$ cat src/rtl/key_pkg.sv
// Shared encodings for the key bounce emulator: FSM states, LFSR taps, key line polarity.
// Pure definitions; no logic, no latency, no flow control.
package key_pkg;

  typedef logic [1:0] state_t;

  localparam state_t ST_IDLE    = 2'd0;
  localparam state_t ST_B_PRESS = 2'd1;
  localparam state_t ST_HOLD    = 2'd2;
  localparam state_t ST_B_REL   = 2'd3;

  // Galois mask for x^16 + x^14 + x^13 + x^11 (right-shifting form)
  localparam logic [15:0] LFSR_TAPS = 16'hB400;

  localparam logic KEY_RELEASED = 1'b1;

  // An all-zero seed would lock the LFSR, so it is mapped to 1.
  function automatic logic [15:0] fix_seed(input logic [15:0] seed);
    return (seed == 16'h0000) ? 16'h0001 : seed;
  endfunction

endpackage

$ cat src/rtl/lfsr16.sv
// 16-bit Galois LFSR, one step per enabled cycle; q is the registered state.
// No backpressure: en simply freezes the register.
module lfsr16
  import key_pkg::*;
(
  input  logic        sys_clk,
  input  logic        sys_rst,
  input  logic [15:0] seed,
  input  logic        en,
  output logic [15:0] q
);

  always_ff @(posedge sys_clk) begin
    if (sys_rst) begin
      q <= fix_seed(seed);
    end else if (en) begin
      q <= {1'b0, q[15:1]} ^ (q[0] ? LFSR_TAPS : 16'h0000);
    end
  end

endmodule

$ cat src/rtl/key_bounce_gen.sv
// Mechanical key emulator: press bounce, stable low hold, release bounce; outputs registered, key_out follows accept edge.
// Request accepted only when idle; req_valid while busy is ignored until the sequence completes.
module key_bounce_gen
  import key_pkg::*;
#(
  parameter int              CNT_W      = 21,
  parameter logic [CNT_W-1:0] BOUNCE_CNT = CNT_W'(99_999),
  parameter logic [15:0]      LFSR_SEED  = 16'hACE1
) (
  input  logic             sys_clk,
  input  logic             sys_rst,
  input  logic             req_valid,
  input  logic [CNT_W-1:0] req_hold,
  output logic             req_ready,
  output logic             key_out,
  output logic             busy,
  output logic             done
);

  state_t           state;
  state_t           state_nxt;
  logic [CNT_W-1:0] cnt;
  logic [CNT_W-1:0] cnt_nxt;
  logic [CNT_W-1:0] hold_r;
  logic [15:0]      lfsr_q;
  logic             accept;
  logic             key_nxt;
  logic             busy_nxt;
  logic             done_nxt;

  assign req_ready = (state == ST_IDLE);
  assign accept    = req_valid & req_ready;

  // Free-running: stepping in IDLE too keeps the trace a pure function of request timing.
  lfsr16 u_lfsr (
    .sys_clk (sys_clk),
    .sys_rst (sys_rst),
    .seed    (LFSR_SEED),
    .en      (1'b1),
    .q       (lfsr_q)
  );

  always_ff @(posedge sys_clk) begin
    if (sys_rst) begin
      state  <= ST_IDLE;
      cnt    <= '0;
      hold_r <= '0;
    end else begin
      state <= state_nxt;
      cnt   <= cnt_nxt;
      if (accept) begin
        hold_r <= req_hold;
      end
    end
  end

  always_comb begin
    state_nxt = state;
    cnt_nxt   = cnt;
    case (state)
      ST_IDLE: begin
        if (accept) begin
          state_nxt = ST_B_PRESS;
          cnt_nxt   = '0;
        end
      end
      ST_B_PRESS: begin
        if (cnt == BOUNCE_CNT) begin
          state_nxt = ST_HOLD;
          cnt_nxt   = '0;
        end else begin
          cnt_nxt = cnt + CNT_W'(1);
        end
      end
      ST_HOLD: begin
        if (cnt == hold_r) begin
          state_nxt = ST_B_REL;
          cnt_nxt   = '0;
        end else begin
          cnt_nxt = cnt + CNT_W'(1);
        end
      end
      ST_B_REL: begin
        if (cnt == BOUNCE_CNT) begin
          state_nxt = ST_IDLE;
          cnt_nxt   = '0;
        end else begin
          cnt_nxt = cnt + CNT_W'(1);
        end
      end
      default: begin
        state_nxt = ST_IDLE;
        cnt_nxt   = '0;
      end
    endcase
  end

  // Output values are decoded from the state being entered, then registered.
  always_comb begin
    key_nxt  = KEY_RELEASED;
    busy_nxt = (state_nxt != ST_IDLE);
    done_nxt = (state == ST_B_REL) && (state_nxt == ST_IDLE);
    case (state_nxt)
      ST_B_PRESS, ST_B_REL: key_nxt = lfsr_q[0];
      ST_HOLD:              key_nxt = 1'b0;
      default:              key_nxt = KEY_RELEASED;
    endcase
  end

  always_ff @(posedge sys_clk) begin
    if (sys_rst) begin
      key_out <= KEY_RELEASED;
      busy    <= 1'b0;
      done    <= 1'b0;
    end else begin
      key_out <= key_nxt;
      busy    <= busy_nxt;
      done    <= done_nxt;
    end
  end

endmodule

$ cat config.mk
export PLATFORM = sky130hd
export DESIGN_NAME = key_bounce_gen
export DESIGN_NICKNAME = d
export VERILOG_FILES = /design/src/rtl/key_pkg.sv /design/src/rtl/lfsr16.sv /design/src/rtl/key_bounce_gen.sv
export SDC_FILE = /design/constraint.sdc
export NUM_CORES = 1
export LEC_CHECK = 0
export CORE_ASPECT_RATIO = 0.6
export CORE_MARGIN = 3
export CORE_UTILIZATION = 52
export CTS_CLUSTER_SIZE = 24
export DETAILED_ROUTE_END_ITERATION = 10
export PLACE_DENSITY_LB_ADDON = 0.25
export SETUP_SLACK_MARGIN = 0.3
export SLEW_MARGIN = 40
export SYNTH_ARGS = -nofsm -noshare
export SYNTH_HDL_FRONTEND = slang
export SYNTH_HIERARCHICAL = 1
export SYNTH_SLANG_ARGS = --single-unit
$ cat constraint.sdc
create_clock -name sys_clk -period 1.7 [get_ports sys_clk]
set_input_delay 0.17 -clock sys_clk [delete_from_list [all_inputs] [get_ports sys_clk]]
set_output_delay 0.17 -clock sys_clk [all_outputs]
set_load 0.03 [all_outputs]
; ---- Word level (Yosys, flattened, before mapping)
; Index checks and enable logic that the tools add are counted.
[totals]
reg_bits = 63
in_bits = 24
[classes]
add_sub_neg = 1
n_eq_ne = 9
muxes = 11
n_bitwise = 2
reduce_logical = 6
[op_table]
columns = op, count
row1 = $mux W21, 3
row2 = $pmux W21 S3, 1
row3 = $add A21 B1 Y21 const B, 1
row4 = $eq A21 B17 Y1 const B, 1
row5 = $eq A21 B21 Y1, 1
row6 = $mux W16, 1
row7 = $xor A15 B16 Y16, 1
row8 = $eq A2 B2 Y1 const B, 4
row9 = $mux W2, 4
row10 = $pmux W2 S4, 1
row11 = $eq A2 B1 Y1 const B, 2
row12 = $logic_not A2 Y1, 2
row13 = $reduce_or A2 Y1, 2
row14 = $ne A2 B1 Y1 const B, 1
row15 = $pmux W1 S2, 1
row16 = $reduce_bool A2 Y1, 1
row17 = $and A1 B1 Y1, 1
row18 = $logic_and A1 B1 Y1, 1

; ---- Logic depth before layout (Yosys ltp)
[depth]
word_depth = 7
ltp_mapped = 8
ltp_nobuf = 7

; ---- By module
; Netlist, hierarchy kept.
[by_module_without_submodules]
columns = mod, n_inst, cells_per_inst, area_each_um2, seq_area_each_um2
row1 = key_bounce_gen, 1, 290, 2452.4, 940.9
row2 = lfsr16, 1, 48, 757.0, 480.5

; ---- Least setup slack after synthesis
; Ideal clock, no wire load.
[synth_path]
path_kind = register to register
start = register cnt[1]
end = register cnt[1]
arrival_time_ns = 1.734
required_ns = 1.583
setup_slack_ns = -0.151
path_stages_with_launch = 8
n_path_buf = 1
period_less_slack_ns = 1.851
path_cell_list = dfxtp_1 > ha_1 > and4_4 > nand2_1 > o311ai_4 > o211ai_4 > buf_6 > a22o_1
[synth_between]
elab_chain_cells = 3
word_cells_on_any_way = 6
cone_classes = add/sub: 1 / eq/ne: 2 / mux: 3
[synth_lines]
columns = item, line
row1 = from (decl), key_bounce_gen.sv:22  ; logic [CNT_W-1:0] cnt;
row2 = from (signal assigned), key_bounce_gen.sv:50  ; cnt <= cnt_nxt;
row3 = $add A21 B1 Y21 (tied with other cells), "key_bounce_gen.sv:72, key_bounce_gen.sv:80, key_bounce_gen.sv:88"
row4 = $mux W21 (on tied branches), "key_bounce_gen.sv:68, key_bounce_gen.sv:84, key_bounce_gen.sv:76"
row5 = $pmux W21 S3 *, key_bounce_gen.sv:60  ; case (state)
; Every way passes the cells marked *; elsewhere a longest branch is shown, timed or not.
; A chain may end at the register's enable or synchronous reset.

; ---- Worst setup path in the final report
[layout_path]
start = register cnt[1]
end = register cnt[12]
; Same word-level chain as after synthesis.

==> results.json <==
{
  "crit_fanout": 8,
  "overflow": 0,
  "hold_class": "in -> reg",
  "cp_data_arrival_time_ns": 2.20,
  "viasPerCell": 5.41,
  "worstPathRequired_ns": 1.96,
  "fin_skew_ns": 0.00591,
  "portBuffers": 27,
  "grt_usage": 0.242,
  "period_share": 1.14,
  "cts-root-buf": "clkbuf_8",
  "leakage_nw": 1.72,
  "gp_congestion": 0.889,
  "dp_hpwl_um": 5820,
  "clock_power_share": 0.384,
  "die_h_um": 66.9,
  "drcViolationCount": 0,
  "avgSynthCellArea_um2": 9.50,
  "drv_cap": 0,
  "final_util": 0.749,
  "power.internal_w": 0.00258,
  "drt_wl_total_um": 8380,
  "ys_ff_latch": 63,
  "yosysWarnings": 6,
  "ir_worst_vdd_uv": 763,
  "p_sw_frac": 0.268,
  "clkSlewWorstSetupHoldPaths_ns": 0.08,
  "wire_per_inst_um": 15.9,
  "drive_gt1_frac": 0.312,
  "status": "finished, violations left",
  "drtPass1Iterations": 5,
  "antenna_found_initial": 0,
  "stdcell_count": 526,
  "worstPathCellList": "ha_4, and4_4, nand2_4, o311ai_4, o211ai_4, buf_6, a21o_1, a22o_1",
  "clkLatencyLatePin_ns": 0.36,
  "r2r-end": "cnt[12]",
  "crit_path_start_kind": "flop",
  "rsz0062_at_grt": "true",
  "hold_start": "req_hold[9]",
  "slew_viol_final": 0,
  "numPlacedInstances": 504,
  "cts.sinks": 63,
  "synth-seq-area-share": 0.443,
  "synthesis.area_mm2": 0.00321,
  "die_area_mm2": 0.00718,
  "grt_pass1_vias": 2702,
  "vias": 2845,
  "worstSetupEndpointType": "flop",
  "grt_max_degree": 26,
  "max_freq_mhz": 515,
  "hold_violations": 0,
  "cts_max_level": 3,
  "finalWorstSetupSlack_ns": -0.243,
  "ant_nets": 0,
  "drt_iter0_markers": 203,
  "clk_path_buf_depth": 2,
  "finalNetCount": 466,
  "io_pins": 28,
  "cts_tree": "done",
  "holdPathEnd": "hold_r[9]",
  "p_seq_frac": 0.479,
  "period_minus_slack_ns": 1.94,
  "timing.rr.start": "cnt[1]",
  "rr_worst_depth": 8,
  "fp-row-count": 21,
  "ys_types": 51,
  "path_delay_family": "compound AO/OA/AOI/OAI gates",
  "crit_buf_inv": 1,
  "setup_viol": 24,
  "antenna_cells": 0,
  "die_x_um": 107,
  "ys.flop_type": "dfxtp_1",
  "p_sw_w": 0.000945,
  "rrSetupSlack_ns": -0.24,
  "syn_to_final_growth_pct": 34.9,
  "max_stage_delay_ns": 0.38,
  "numCtsBuffers": 9,
  "start_util": 0.555,
  "criticalPathCategory": "reg -> reg",
  "grt_pass1_wl_um": 13100,
  "comb_power_share": 0.137,
  "power_density_mw_per_mm2": 815,
  "slowest_stage": "dfxtp_4",
  "synthArstFlopShare": 0,
  "whs_path_depth": 3,
  "violations": "setup timing",
  "synth_edf_count": 16,
  "syn_inst": 338,
  "coreArea_mm2": 0.00578
}
## synthesized netlist by cell type, types with 3 or more instances
cell / instances / area share
nand2_1: 69 / 0.081
dfxtp_1: 47 / 0.29
a21oi_1: 30 / 0.047
xnor2_1: 27 / 0.074
edfxtp_1: 16 / 0.15
mux2_2: 12 / 0.042
nand4_1: 12 / 0.023
nor2_1: 12 / 0.014
a31oi_1: 11 / 0.021
nand3_1: 11 / 0.017
o21ai_0: 9 / 0.014
clkbuf_1: 8 / 0.0094
a22o_1: 7 / 0.019
buf_6: 7 / 0.025
inv_1: 7 / 0.0082
and3_1: 5 / 0.0097
nor4_2: 4 / 0.016
nor4_4: 3 / 0.020
## metrics by stage
| stage | setup TNS (ns) | area (µm²) | worst slack (ns) | hold slack (ns) | power, W |
|---|---|---|---|---|---|
| finish | -3.71 | 4330 | -0.243 | 0.352 | 0.00353 |
| floorplan | -0.956 | 3400 | -0.0744 | 0.303 | 0.00200 |
| detailed placement | -4.65 | 3970 | -0.280 | 0.462 | 0.00217 |
| CTS | -2.70 | 4240 | -0.207 | 0.350 | 0.00350 |
| global placement | -2.70 | 3970 | -0.191 | 0.458 | 0.00215 |
| global route | -4.80 | 4330 | -0.281 | 0.355 | 0.00365 |
## power groups by stage
stage                     logic (W)  registers, W  clock network [W]
after floorplan            0.000280       0.00172                  0
after global placement     0.000434       0.00172                  0
after detailed placement   0.000449       0.00172                  0
after CTS                  0.000458       0.00169            0.00136
after global routing       0.000526       0.00170            0.00143
final                      0.000485       0.00169            0.00136
## registers in the layout (all words and copies together), names as in the netlist
signal and count:
busy 1, key_out 1, u_lfsr/q 16, hold_r 21
done 1, state 2, cnt 21
## layout make-up
cell class	count	area, µm²
Timing Repair Buffer	82	702
Tap cell	80	100
Multi-Input combinational cell	278	1850
Clock inverter	5	33.8
Sequential cell	63	1440
Clock buffer	11	174
Inverter	7	26.3
Fill cell	402	1450
## worst max path at each step
stage	from	to	slack [ns]	cells after the start
final	cnt[1]	cnt[12]	-0.24	8
after global routing	cnt[12]	cnt[12]	-0.28	7
after CTS	cnt[1]	cnt[12]	-0.21	8
after detailed placement	cnt[5]	cnt[16]	-0.28	7
after global placement	cnt[5]	cnt[16]	-0.19	7
after floorplan	cnt[6]	cnt[1]	-0.07	7
## cell families after synthesis
group           Yosys count  share of synthesized area
fa+ha+maj                 1                    0.00390
compound gates           66                      0.132
buf+inv                  28                     0.0604
mux                      13                     0.0452
xor+xnor                 29                     0.0815
simple gates            136                      0.232
other cells               2                    0.00234
flops                    63                      0.443
## layout by cell type (no fill, tap or decap), drive strengths merged
cell	count
nand3	11
mux2i	1
a21o	2
and4	2
buf	56
mux2	12
nand4	14
inv	10
a31oi	11
edfxtp	16
dlygate4sd2	3
o311ai	1
nor4	9
nor3b	1
o31ai	1
clkinv	1
and2	3
a41oi	1
nand2b	2
nor2	12
or3	1
conb	33
o21ai	10
nor3	4
xor2	1
o21bai	1
clkbuf	11
o21a	1
and3	5
ha	1
xnor2	28
and2b	1
nand2	69
or2	2
dfxtp	47
a21oi	30
clkdlybuf4s50	23
a22o	7
clkinvlp	1
o211ai	1
## routing by layer
layer  global-route usage  wire [µm]
met1                0.340       3990
met2                0.364       3630
met3               0.0668        617
met4               0.0740        146
met5                    0          0
## repair_timing
| item | 4_1_cts | 5_1_grt |
|---|---|---|
| hold buffers | 0 | 0 |
| setup endpoints to repair | 30 | 26 |
| cloned | 0 | 0 |
| pin swaps | 5 | 6 |
| buffers inserted | 3 | 3 |
| gates resized for setup | 26 | 13 |
## worst register-to-register path: stages (launching register included)
cell,delay [ns]
dfxtp_4,0.38
ha_4,0.14
and4_4,0.25
nand2_4,0.06
o311ai_4,0.32
o211ai_4,0.20
buf_6,0.17
a21o_1,0.14
a22o_1,0.18
No activity file was read; power rests on OpenSTA's default activity.
